File: config.mk
export PLATFORM = sky130hd
export DESIGN_NAME = hyperbus_seq
export DESIGN_NICKNAME = d
export VERILOG_FILES = /design/src/rtl/hyperbus_pkg.sv /design/src/rtl/hyperbus_seq.sv
export SDC_FILE = /design/constraint.sdc
export NUM_CORES = 1
export LEC_CHECK = 0
export ABC_CLOCK_PERIOD_IN_PS = 3350
export BUFFER_PORTS_ARGS = -buffer_cell sky130_fd_sc_hd__buf_2
export CAP_MARGIN = 20
export CORE_MARGIN = 2
export CORE_UTILIZATION = 50
export DETAILED_ROUTE_END_ITERATION = 12
export GPL_TIMING_DRIVEN = 1
export PLACE_DENSITY = 0.84
export REMOVE_ABC_BUFFERS = 1
export SLEW_MARGIN = 15
export SYNTH_ARGS = -nofsm -noshare
export SYNTH_HDL_FRONTEND = slang
export SYNTH_SLANG_ARGS = --single-unit
File: constraint.sdc
create_clock -name clk_i -period 3.35 [get_ports clk_i]
set_input_delay 0.1675 -clock clk_i [delete_from_list [all_inputs] [get_ports clk_i]]
set_output_delay 0.1675 -clock clk_i [all_outputs]
set_load 0.01 [all_outputs]
File: src/rtl/hyperbus_pkg.sv
// Shared types and command/address helpers for the HyperBus transaction sequencer.
package hyperbus_pkg;

  typedef enum logic [2:0] {
    S_IDLE,
    S_CA,
    S_LAT,
    S_WDATA,
    S_RDATA,
    S_CSHOLD
  } state_t;

  localparam int unsigned CA_RW = 47;
  localparam int unsigned CA_AS = 46;
  localparam int unsigned CA_BT = 45;

  // 48-bit command/address word: linear burst, half-word address split across
  // the upper row field and the low column bits.
  function automatic logic [47:0] build_ca(input logic we, input logic is_reg,
                                           input logic [31:0] addr);
    logic [47:0] ca;
    ca          = '0;
    ca[CA_RW]   = ~we;
    ca[CA_AS]   = is_reg;
    ca[CA_BT]   = 1'b1;
    ca[44:16]   = addr[31:3];
    ca[2:0]     = addr[2:0];
    return ca;
  endfunction

endpackage

File: src/rtl/hyperbus_seq.sv
// HyperBus transaction sequencer: turns host word requests into CS#/CK/CA/latency/data
// phases for the 8-bit DDR I/O cell and returns captured read words.
module hyperbus_seq
  import hyperbus_pkg::*;
#(
  parameter int unsigned LAT     = 6,
  parameter int unsigned LEN_W   = 8,
  parameter int unsigned CSHI    = 2,
  parameter int unsigned TIMEOUT = 64
) (
  input  logic             clk_i,
  input  logic             rst_i,
  input  logic             req_valid,
  output logic             req_ready,
  input  logic             req_we,
  input  logic             req_reg,
  input  logic [31:0]      req_addr,
  input  logic [LEN_W-1:0] req_len,
  input  logic [15:0]      wdat,
  input  logic             wdat_valid,
  output logic             wdat_ready,
  output logic [15:0]      rdat,
  output logic             rdat_valid,
  output logic             done,
  output logic             err,
  output logic             cs_n,
  output logic             ck_en,
  output logic             dq_oe,
  output logic [15:0]      dq_o,
  input  logic [15:0]      dq_i,
  input  logic             rwds_i,
  output logic             rwds_oe,
  output logic             rwds_o
);

  localparam int unsigned LAT_W = $clog2(2*LAT+1);
  localparam int unsigned TMO_W = $clog2(TIMEOUT+1);
  localparam int unsigned HLD_W = $clog2(CSHI+1);

  state_t             r_state;
  state_t             w_next;
  logic               r_we;
  logic               r_reg;
  logic [47:0]        r_ca;
  logic               r_lat2;
  logic [1:0]         r_beat;
  logic [LAT_W-1:0]   r_lat_cnt;
  logic [LEN_W-1:0]   r_words;
  logic [TMO_W-1:0]   r_timer;
  logic [HLD_W-1:0]   r_hold;
  logic               r_err;
  logic [15:0]        r_rdat;
  logic               r_rdat_valid;
  logic               w_timeout;
  logic               w_first_hold;

  assign w_timeout    = (r_timer == TMO_W'(TIMEOUT-1));
  assign w_first_hold = (r_state == S_CSHOLD) && (r_hold == HLD_W'(CSHI-1));

  always_comb begin
    w_next = r_state;
    case (r_state)
      S_IDLE:   if (req_valid) w_next = S_CA;
      S_CA:     if (r_beat == 2'd2) w_next = (r_we && r_reg) ? S_WDATA : S_LAT;
      S_LAT:    if (r_lat_cnt == '0) w_next = r_we ? S_WDATA : S_RDATA;
      S_WDATA:  if (wdat_valid && r_words == LEN_W'(1)) w_next = S_CSHOLD;
      S_RDATA: begin
        if (rwds_i) begin
          if (r_words == LEN_W'(1)) w_next = S_CSHOLD;
        end else if (w_timeout) begin
          w_next = S_CSHOLD;
        end
      end
      S_CSHOLD: if (r_hold == '0) w_next = S_IDLE;
      default:  w_next = S_IDLE;
    endcase
  end

  always_comb begin
    req_ready  = 1'b0;
    wdat_ready = 1'b0;
    cs_n       = 1'b1;
    ck_en      = 1'b0;
    dq_oe      = 1'b0;
    dq_o       = '0;
    rwds_oe    = 1'b0;
    rwds_o     = 1'b0;
    done       = w_first_hold;
    err        = w_first_hold & r_err;
    case (r_state)
      S_IDLE: req_ready = 1'b1;
      S_CA: begin
        cs_n  = 1'b0;
        ck_en = 1'b1;
        dq_oe = 1'b1;
        // Low byte leaves on the rising edge, so each beat is byte-swapped.
        case (r_beat)
          2'd0:    dq_o = {r_ca[39:32], r_ca[47:40]};
          2'd1:    dq_o = {r_ca[23:16], r_ca[31:24]};
          default: dq_o = {r_ca[7:0],   r_ca[15:8]};
        endcase
      end
      S_LAT, S_RDATA: begin
        cs_n  = 1'b0;
        ck_en = 1'b1;
      end
      S_WDATA: begin
        cs_n       = 1'b0;
        ck_en      = 1'b1;
        dq_oe      = 1'b1;
        dq_o       = {wdat[7:0], wdat[15:8]};
        wdat_ready = wdat_valid;
        rwds_oe    = ~r_reg;
        rwds_o     = ~r_reg & ~wdat_valid;
      end
      default: ;
    endcase
  end

  always_ff @(posedge clk_i) begin
    if (rst_i) begin
      r_state      <= S_IDLE;
      r_we         <= 1'b0;
      r_reg        <= 1'b0;
      r_ca         <= '0;
      r_lat2       <= 1'b0;
      r_beat       <= '0;
      r_lat_cnt    <= '0;
      r_words      <= '0;
      r_timer      <= '0;
      r_hold       <= '0;
      r_err        <= 1'b0;
      r_rdat       <= '0;
      r_rdat_valid <= 1'b0;
    end else begin
      r_state      <= w_next;
      r_rdat_valid <= 1'b0;
      if (w_next == S_CSHOLD && r_state != S_CSHOLD)
        r_hold <= HLD_W'(CSHI-1);
      case (r_state)
        S_IDLE: begin
          if (req_valid) begin
            r_we    <= req_we;
            r_reg   <= req_reg;
            r_ca    <= build_ca(req_we, req_reg, req_addr);
            r_beat  <= '0;
            r_lat2  <= 1'b0;
            r_err   <= 1'b0;
            // Register writes carry exactly one word regardless of req_len.
            r_words <= (req_we && req_reg) ? LEN_W'(1)
                     : ((req_len == '0) ? LEN_W'(1) : req_len);
          end
        end
        S_CA: begin
          r_beat  <= r_beat + 2'd1;
          r_timer <= '0;
          if (r_beat == 2'd0) r_lat2 <= rwds_i;
          if (r_beat == 2'd2)
            r_lat_cnt <= r_lat2 ? LAT_W'(2*LAT-1) : LAT_W'(LAT-1);
        end
        S_LAT: begin
          if (r_lat_cnt != '0) r_lat_cnt <= r_lat_cnt - LAT_W'(1);
        end
        S_WDATA: begin
          if (wdat_valid) r_words <= r_words - LEN_W'(1);
        end
        S_RDATA: begin
          if (rwds_i) begin
            r_rdat       <= dq_i;
            r_rdat_valid <= 1'b1;
            r_words      <= r_words - LEN_W'(1);
            r_timer      <= '0;
          end else begin
            r_timer <= r_timer + TMO_W'(1);
            if (w_timeout) r_err <= 1'b1;
          end
        end
        S_CSHOLD: begin
          if (r_hold != '0) r_hold <= r_hold - HLD_W'(1);
        end
        default: ;
      endcase
    end
  end

  assign rdat       = r_rdat;
  assign rdat_valid = r_rdat_valid;

endmodule
==> flow_summary.toml <==
[finish]
design_area_um2 = 4800
fill_cells = 697
diodes = 0
drive_gt1_share_pct = 24.9
final_nets = 717
areaGrowthSynthToFinish_pct = 20.9
fin_util_pct = 62.1

[sta]
hold_ws_ps = 25.4
finalCritPeriodShare_pct = 71.7
setup_violations = 0
slew_headroom_pct = 49.7
worstMarginPinSlew_ps = 754
slew_violations = 0
finalHoldViolCount = 0
fin_setup_tns_ps = 0
min_period_ps = 2400
fin_skew_ps = 9.29
rsz0062_at_grt = "false"
fmax_mhz = 416

[setup_path]
cp_cell_sequence = "nor3b_4 -> and2_1 -> nor3_4 -> a221o_1 -> a21oi_1"
path_buf_inv = 0
crit_path_max_fanout = 20
worstPathRequired_ps = 3650
critPathLaunchType = "register"
critPathKind = "register to register"
critPathSlowestCell = "dfxtp_1"
path_delay_family = "simple AND/OR/NAND/NOR gates"
max_stage_delay_ps = 720
cp-end-kind = "register"
cp.arrival_ps = 2710

[routing]
wl_um = 10200
post-route-drc-count = 0
detailroute.via_count = 4062
drtPass1Iterations = 4
met3_wirelength_um = 803
topRoutingLayerUsed = "met4"
vias_per_cell = 5.51
drt_iter0_markers = 263
wl_met2_um = 4880
wl_met1_um = 4170
ant_nets = 0
routedWlPerCell_um = 13.8

[floorplan]
die_h_um = 93.1
rows = 32
core_region_area_um2 = 7730
initial_utilization_pct = 51.4
fp.dieW_um = 93.1
die_area_um2 = 8670
io_pins = 121

[clocking]
ctsHoldBuffers = 0
post_cts_buffers = 0
cts-root-buf = "clkbuf_8"
clk_pin_slew_ps = 90
h-tree-depth = 3
ctsResizeCount = 0
cts_made_buffers = 9
clock_latency_ps = 370
tritoncts = "yes"
cts_buffer_depth = 2
clock_sinks = 81

[synth]
synth_flop_cell = "dfxtp_1"
synth_seq_cells = 81
syn-cell-area_um2 = 3970
ys_async_sr_fraction_pct = 0
ys_seq_area_share_pct = 40.8
synth_cell_type_count = 58
synth-edff-count = 0
ys_warn_count = 0
syn_inst = 528
syn_area_per_cell_um2 = 7.52

[placed_design]
gp_congestion = 0.881
place_area_um2 = 4580
numPortBuffers = 120
hpwl_um = 7190

[grt]
grt_pass1_vias = 3858
overflow = 0
grt_pass1_wl_um = 16700
track_usage_pct = 24.0
antenna_found_initial = 0
grt_start_max_net_pins = 41

[pwr]
leakage_uw = 0.00206
p_per_area_nw_per_um2 = 440
ir_worst_vdd_uv = 263

[flow_run]
cap_viol_max_count = 0

[outcome]
status = "finished clean"

[worst_hold_path]
hold_path_class = "primary input to register"
## power breakdown
| group | switching [uW] | internal [uW] |
|---|---|---|
| clock | 368 | 419 |
| combinational | 173 | 119 |
| sequential | 33.0 | 1000 |
## worst min-delay path: stages
cell and delay, ps:
buf_2 90, nand2_1 50, a21oi_1 50
## kinds of logic (layout without fill, tap and decap cells)
logic type	count (synthesis)	count (layout)	share of synthesized area, %
and+or+nand+nor	241	241	28.4
adders and majority gates	8	8	2.52
buffers and inverters	51	158	5.74
xor gates and xnor gates	2	2	0.441
AOI/OAI and AO/OA	145	145	22.1
DFF	81	81	40.8
## metal layers
metal | GRT usage, % | vias up
met2 | 42.3 | 172
met3 | 5.88 | 31
met1 | 26.9 | 1854
met5 | 0 | -
met4 | 11.9 | 0
li1 | - | 2005
## area by class of cell
type	count	area (um2)	share of cell area, %
multi-input combinational	396	2120	44.2
sequential	81	1620	33.8
timing repair buffer	127	653	13.6
tap	102	128	2.66
clock buffer	9	124	2.58
clock inverter	7	95.1	1.98
inverter	15	56.3	1.17
## flip-flops by register name (all words and copies together), names as in the netlist, 2 cells and up
register / cells
r_beat: 2
r_ca: 35
r_hold: 2
r_lat_cnt: 4
r_state: 3
r_timer: 7
r_words: 8
rdat: 16
## cells in the mapped netlist (5+ instances only)
cell type	n	area, um2
buf_1	6	22.5
a21oi_1	87	435
nor3_1	10	50.1
a22oi_1	14	105
a221oi_1	8	70.1
nand3b_1	5	37.5
o21ai_0	8	40.0
buf_2	8	40.0
nor2_1	65	244
nand2b_1	8	50.1
clkbuf_1	16	60.1
buf_4	5	37.5
ha_1	8	100
inv_1	13	48.8
nand2_1	120	450
dfxtp_1	81	1620
o21ai_1	5	25.0
## path summary, 6_finish.rpt
check | startpoint | endpoint | slack (ps) | depth (start not counted)
setup / recovery | r_state[2] | r_words[0] | 950 | 5
setup reg to reg | r_state[2] | r_words[0] | 950 | 5
hold / removal | dq_i[0] | rdat[0] | 30 | 3
hold reg to reg | rdat[14] | rdat[14] | 450 | 2
## cells in the final DEF, fill, tap and decap left out, drive strengths merged, types with 2 or more instances in the layout
| master | count |
|---|---|
| or2 | 2 |
| nand2b | 8 |
| a21o | 2 |
| nor2b | 4 |
| o21ai | 14 |
| nor3 | 13 |
| o22ai | 3 |
| a32o | 2 |
| ha | 8 |
| a311oi | 2 |
| a22oi | 14 |
| buf | 127 |
| dfxtp | 81 |
| nor3b | 3 |
| and2 | 3 |
| or3b | 2 |
| clkbuf | 9 |
| nor2 | 66 |
| o211ai | 3 |
| nor4 | 3 |
| xor2 | 2 |
| bufinv | 2 |
| nand2 | 120 |
| nand3b | 5 |
| a211oi | 3 |
| clkinv | 5 |
| inv | 14 |
| nand4b | 2 |
| nand3 | 3 |
| a221oi | 8 |
| a21oi | 87 |
## through the flow
stage / total power (uW) / worst slack [ps] / instances
floorplan: 1220 / 690 / 492
global placement: 1340 / 1120 / 721
detailed placement: 1350 / 1040 / 721
CTS: 2120 / 989 / 737
global route: 2200 / 785 / 737
finish: 2110 / 948 / 737
No activity file was read; power rests on OpenSTA's default activity.
